## config.mk

```make
export PLATFORM = sky130hd
export DESIGN_NAME = btn_pulse_conditioner
export DESIGN_NICKNAME = d
export VERILOG_FILES = /design/src/rtl/btn_pulse_conditioner_pkg.sv /design/src/rtl/btn_pulse_conditioner_channel.sv /design/src/rtl/btn_pulse_conditioner.sv
export SDC_FILE = /design/constraint.sdc
export NUM_CORES = 1
export LEC_CHECK = 0
export BUFFER_PORTS_ARGS = -buffer_cell sky130_fd_sc_hd__clkbuf_2
export CAP_MARGIN = 20
export CORE_ASPECT_RATIO = 2
export CORE_UTILIZATION = 30
export DETAILED_ROUTE_END_ITERATION = 10
export GPL_ROUTABILITY_DRIVEN = 0
export PLACE_DENSITY_LB_ADDON = 0.08
export SYNTH_ARGS = -nofsm -noshare
export SYNTH_HDL_FRONTEND = slang
export SYNTH_SLANG_ARGS = --single-unit
```

## constraint.sdc

```tcl
create_clock -name clk -period 3.28 [get_ports clk]
set_input_delay 0 -clock clk [delete_from_list [all_inputs] [get_ports clk]]
set_output_delay 0 -clock clk [all_outputs]
set_load 0.01 [all_outputs]
```

## src/rtl/btn_pulse_conditioner_pkg.sv

```systemverilog
// btn_pulse_conditioner_pkg: channel FSM encoding and timing helpers shared by the button conditioner.
package btn_pulse_conditioner_pkg;

    typedef enum logic [2:0] {
        IDLE,
        DB_PRESS,
        HELD,
        REPEAT,
        DB_RELEASE
    } state_t;

    function automatic int ms_to_ticks(int clk_hz, int ms);
        return clk_hz / 1000 * ms;
    endfunction

    function automatic int max3(int a, int b, int c);
        return (a > b) ? ((a > c) ? a : c) : ((b > c) ? b : c);
    endfunction

endpackage

```

## src/rtl/btn_pulse_conditioner_channel.sv

```systemverilog
// btn_channel: one button -- 2-FF synchroniser, debounce FSM and saturating counter.
// Auto-repeat states exist only when BTN_AUTOREPEAT_EN is defined.
module btn_channel
    import btn_pulse_conditioner_pkg::*;
#(
    parameter int DB_TICKS   = 10,
    parameter int HOLD_TICKS = 50,
    parameter int REP_TICKS  = 20,
    parameter bit ACTIVE_LOW = 1'b1
) (
    input  logic clk,
    input  logic rst,
    input  logic btn,
    output logic pulse,
    output logic level,
    output logic rpt
);

    localparam int CW = $clog2(max3(DB_TICKS, HOLD_TICKS, REP_TICKS));
    localparam logic REL = ACTIVE_LOW;
    localparam logic [CW-1:0] DB_END = CW'(DB_TICKS - 1);

    logic [1:0]    sync;
    logic          p;
    logic          pulse_nx;
    logic [CW-1:0] cnt, cnt_nx, cnt_inc;
    state_t        state, state_nx;

    always_ff @(posedge clk or negedge rst) begin
        if (!rst) begin
            sync  <= {2{REL}};
            state <= IDLE;
            cnt   <= '0;
            pulse <= 1'b0;
        end else begin
            sync  <= {sync[0], btn};
            state <= state_nx;
            cnt   <= cnt_nx;
            pulse <= pulse_nx;
        end
    end

    assign p       = sync[1] ^ REL;
    assign cnt_inc = (&cnt) ? cnt : cnt + 1'b1;

    // Release always wins over a coinciding hold/repeat expiry.
    always_comb begin
        state_nx = state;
        cnt_nx   = cnt_inc;
        pulse_nx = 1'b0;
        case (state)
            IDLE: begin
                cnt_nx = '0;
                if (p) state_nx = DB_PRESS;
            end
            DB_PRESS:
                if (!p) begin
                    state_nx = IDLE;
                    cnt_nx   = '0;
                end else if (cnt == DB_END) begin
                    state_nx = HELD;
                    pulse_nx = 1'b1;
                    cnt_nx   = '0;
                end
            HELD:
                if (!p) begin
                    state_nx = DB_RELEASE;
                    cnt_nx   = '0;
`ifdef BTN_AUTOREPEAT_EN
                end else if (cnt == CW'(HOLD_TICKS - 1)) begin
                    state_nx = REPEAT;
                    pulse_nx = 1'b1;
                    cnt_nx   = '0;
                end
            REPEAT:
                if (!p) begin
                    state_nx = DB_RELEASE;
                    cnt_nx   = '0;
                end else if (cnt == CW'(REP_TICKS - 1)) begin
                    pulse_nx = 1'b1;
                    cnt_nx   = '0;
                end
`else
                end else begin
                    cnt_nx = '0;
                end
`endif
            DB_RELEASE:
                if (p) begin
                    state_nx = HELD;
                    cnt_nx   = '0;
                end else if (cnt == DB_END) begin
                    state_nx = IDLE;
                    cnt_nx   = '0;
                end
            default: begin
                state_nx = IDLE;
                cnt_nx   = '0;
            end
        endcase
    end

    assign level = (state == HELD) || (state == REPEAT) || (state == DB_RELEASE);
`ifdef BTN_AUTOREPEAT_EN
    assign rpt = (state == REPEAT);
`else
    assign rpt = 1'b0;
`endif

endmodule

```

## src/rtl/btn_pulse_conditioner.sv

```systemverilog
// btn_pulse_conditioner: N independent debounced press-pulse channels feeding the pulse adder.
// Optional hold-to-repeat behaviour is compiled in with BTN_AUTOREPEAT_EN.
module btn_pulse_conditioner
    import btn_pulse_conditioner_pkg::*;
#(
    parameter int N_BTN            = 4,
    parameter int CLK_FREQ_HZ      = 12000000,
    parameter int DEBOUNCE_TIME_MS = 10,
    parameter int HOLD_TIME_MS     = 500,
    parameter int REPEAT_TIME_MS   = 100,
    parameter bit BTN_ACTIVE_LOW   = 1'b1
) (
    input  logic             clk,
    input  logic             rst,
    input  logic [N_BTN-1:0] btn_in,
    output logic [N_BTN-1:0] pulse_out,
    output logic [N_BTN-1:0] level_out,
    output logic [N_BTN-1:0] repeat_out
);

    localparam int DB_TICKS   = ms_to_ticks(CLK_FREQ_HZ, DEBOUNCE_TIME_MS);
    localparam int HOLD_TICKS = ms_to_ticks(CLK_FREQ_HZ, HOLD_TIME_MS);
    localparam int REP_TICKS  = ms_to_ticks(CLK_FREQ_HZ, REPEAT_TIME_MS);

    if (N_BTN < 1 || DB_TICKS < 2 || HOLD_TICKS < 2 || REP_TICKS < 2) begin : g_bad_cfg
        $error("btn_pulse_conditioner: N_BTN must be >= 1 and every tick count >= 2");
    end

    for (genvar i = 0; i < N_BTN; i++) begin : g_ch
        btn_channel #(
            .DB_TICKS  (DB_TICKS),
            .HOLD_TICKS(HOLD_TICKS),
            .REP_TICKS (REP_TICKS),
            .ACTIVE_LOW(BTN_ACTIVE_LOW)
        ) u_ch (
            .clk  (clk),
            .rst  (rst),
            .btn  (btn_in[i]),
            .pulse(pulse_out[i]),
            .level(level_out[i]),
            .rpt  (repeat_out[i])
        );
    end

endmodule

```

==> metrics.cfg <==
[sta]
worstMarginPinSlew_ns=0.8030
finalSetupViolations=0
hold_viol=0
period_needed_ns=2.492
rsz0062_at_grt=no
whs_ns=0.2048
fin_skew_ns=0.008251
fin_crit_sh_pct=75.98
max_slew_margin_pct=46.47
drv_slew=0
fin_setup_tns_ns=0
fmax_mhz=401.3

[drt]
vias=5214
routed-wl-met3_um=292
antenna_left=0
wl_um=15700
dr_wl_met2_um=8798
wl_met1_um=6164
top_layer_used=met4
remaining_drc_errors=0
drtPass1Iterations=5
drt-wirelength-per-cell_um=15.95
viasPerCell=5.299
drtIter0Drc=247

[finish]
drive_gt1_share_pct=13.15
nets=712
instances_no_fill=984
final_cell_mix=dfrtp_1, nor2_1, nand2_1
area_growth_pct=13.30
n_antenna_cell=0
mostFrequentLayoutCell=dfrtp_1
fin_util_pct=34.68

[pwr]
p_comb_share_pct=2.6
switching_share_pct=23.35
p_clk_share_pct=53.0
p_seq_share_pct=44.4
p_leak_nw=2.755
p_int_mw=2.525
vdd_drop_max_mv=0.2550
power.total_mw=3.294
p_per_area_nw_per_um2=453.9
p_sw_uw=769.0

[global_routing]
grt_pass1_wl_um=26910
grt_max_degree=60
grt_pass1_vias=5367
grt.overflow.total=0
grt_use_total_pct=15.55
antenna_found_initial=0

[critical_path]
cp_max_fo=23
critPathRequiredTime_ns=3.56
rr_startpoint=g_ch[1].u_ch.cnt[20]$_DFF_PN0_
crit_path_start_kind=flop
r2r_end=g_ch[1].u_ch.cnt[10]$_DFF_PN0_
r2r_setup_slack_ns=0.79
endpoint_kind=flop
critPathKind=flop to flop
rr_worst_depth=4
crit_arrival_ns=2.77

[yosys]
postSynthAreaPerCell_um2=9.282
synth_top_family_by_area=simple AND/OR/NAND/NOR gates
synth_flop_cell=dfrtp_1
synth_xor_area_share_pct=6.564
yosys-top-cells-area=dfrtp_1, nor2_1, xnor2_1, dfstp_2, nand3_1
synth_top_area_cell=dfrtp_1
synth-seq-cells=116
postSynthCellCount=690
synth_edf_count=0
synth_top_area_share_pct=42.20
yosys_warnings=0
synthMuxAreaShare_pct=0.4688
synthAdderAreaFrac_pct=0.7814
synth_compound_area_share_pct=11.27
synth-seq-area-share_pct=45.48
synth-simple-area-share_pct=31.24
synth_cell_type_count=61
syn-cell-area_um2=6405
synth-async-reset-ratio_pct=100.0

[placed_design]
place_inst=947
dp_hpwl_um=11080
portBuffers=13

[clock_tree]
clkLatencyLatePin_ns=0.43
cts_tree=built
clkSlewWorstSetupHoldPaths_ns=0.06
htree_levels=4
clock-sinks=116
numCtsBuffers=17
postCtsSetupBuffers=0
cts_hold_buf=5
cts_resized=0
cts_buffer_depth=2
clock-root-buffer=clkbuf_16

[die]
design.die.area_um2=21970
core_um2=20930
die_w_um=105.3
rows=75
start_util_pct=30.61
chipHeight_um=208.6
io_pins=18

[run]
drv_cap=0

[status]
outcome=completed

[hold_path]
hp-class=input port to async pin

==> worst max path at each step <==
stage	from	endpoint	slack, ns	depth (start not counted)
after floorplan	g_ch[3].u_ch.cnt[17]$_DFF_PN0_	g_ch[3].u_ch.cnt[13]$_DFF_PN0_	1.39	6
after global placement	g_ch[1].u_ch.cnt[20]$_DFF_PN0_	g_ch[1].u_ch.cnt[10]$_DFF_PN0_	0.78	4
after detailed placement	g_ch[1].u_ch.cnt[20]$_DFF_PN0_	g_ch[1].u_ch.cnt[15]$_DFF_PN0_	0.76	4
after CTS	g_ch[1].u_ch.cnt[20]$_DFF_PN0_	g_ch[1].u_ch.cnt[20]$_DFF_PN0_	0.75	4
after global routing	g_ch[1].u_ch.cnt[12]$_DFF_PN0_	g_ch[1].u_ch.cnt[10]$_DFF_PN0_	0.48	5
final	g_ch[1].u_ch.cnt[20]$_DFF_PN0_	g_ch[1].u_ch.cnt[10]$_DFF_PN0_	0.79	4
==> kinds of logic (layout without fill, tap and decap cells) <==
family | after synthesis | in the layout
compound gates | 108 | 108
xor+xnor | 48 | 48
simple gates | 366 | 366
other cells | 1 | 4
mux | 3 | 3
flops | 116 | 116
fa+ha+maj | 4 | 4
buf+inv | 44 | 66
==> cell usage after synthesis, drive strengths merged (9+ instances only) <==
| cell type | instances |
|---|---|
| and3 | 19 |
| and4 | 13 |
| a21oi | 36 |
| or3 | 11 |
| nand4 | 32 |
| xor2 | 23 |
| buf | 28 |
| nand2 | 54 |
| nor3 | 23 |
| nand3 | 41 |
| o21ai | 21 |
| a211oi | 12 |
| nor2 | 104 |
| dfrtp | 108 |
| nor4 | 22 |
| xnor2 | 25 |
| inv | 9 |
==> metrics by stage <==
step,area (um^2),setup slack (ns)
2_1_floorplan,6416,1.389
3_3_place_gp,6654,0.7775
3_5_place_dp,6654,0.7563
4_1_cts,7257,0.7527
5_1_grt,7257,0.4778
6_report,7257,0.7878
==> flip-flops by register name, summed over array words and instances, names as in the netlist <==
register,count
g_ch.u_ch.pulse,4
g_ch.u_ch.sync,8
g_ch.u_ch.state,12
g_ch.u_ch.cnt,92
==> per-layer routing <==
| layer | vias up | GRT usage [%] |
|---|---|---|
| met3 | 30 | 3.057 |
| met1 | 2580 | 15.81 |
| li1 | 2534 | - |
| met2 | 70 | 29.67 |
| met5 | - | 0 |
| met4 | 0 | 7.431 |
==> power groups by stage <==
stage | combinational [mW] | sequential [mW] | clock, mW
final | 0.0868 | 1.46 | 1.75
after CTS | 0.0924 | 1.46 | 1.82
after floorplan | 0.0503 | 1.48 | 0
after detailed placement | 0.0871 | 1.49 | 0
after global routing | 0.102 | 1.46 | 1.88
after global placement | 0.0855 | 1.48 | 0
==> area by class of cell <==
class / count / area, um^2
clock buffer: 19 / 442.9
timing repair buffer: 25 / 182.7
tap: 269 / 336.6
clock inverter: 13 / 110.1
sequential: 116 / 2913
multi-input combinational: 533 / 3238
fill: 2176 / 13670
inverter: 9 / 33.78
==> critical path: stages, from the launching register on <==
cell and delay, ns:
dfrtp_1 0.44, or4_1 0.53, nor4_1 0.55, a211o_1 0.70, nor2_1 0.12
Note: power is estimated with default switching activity, not from simulation.
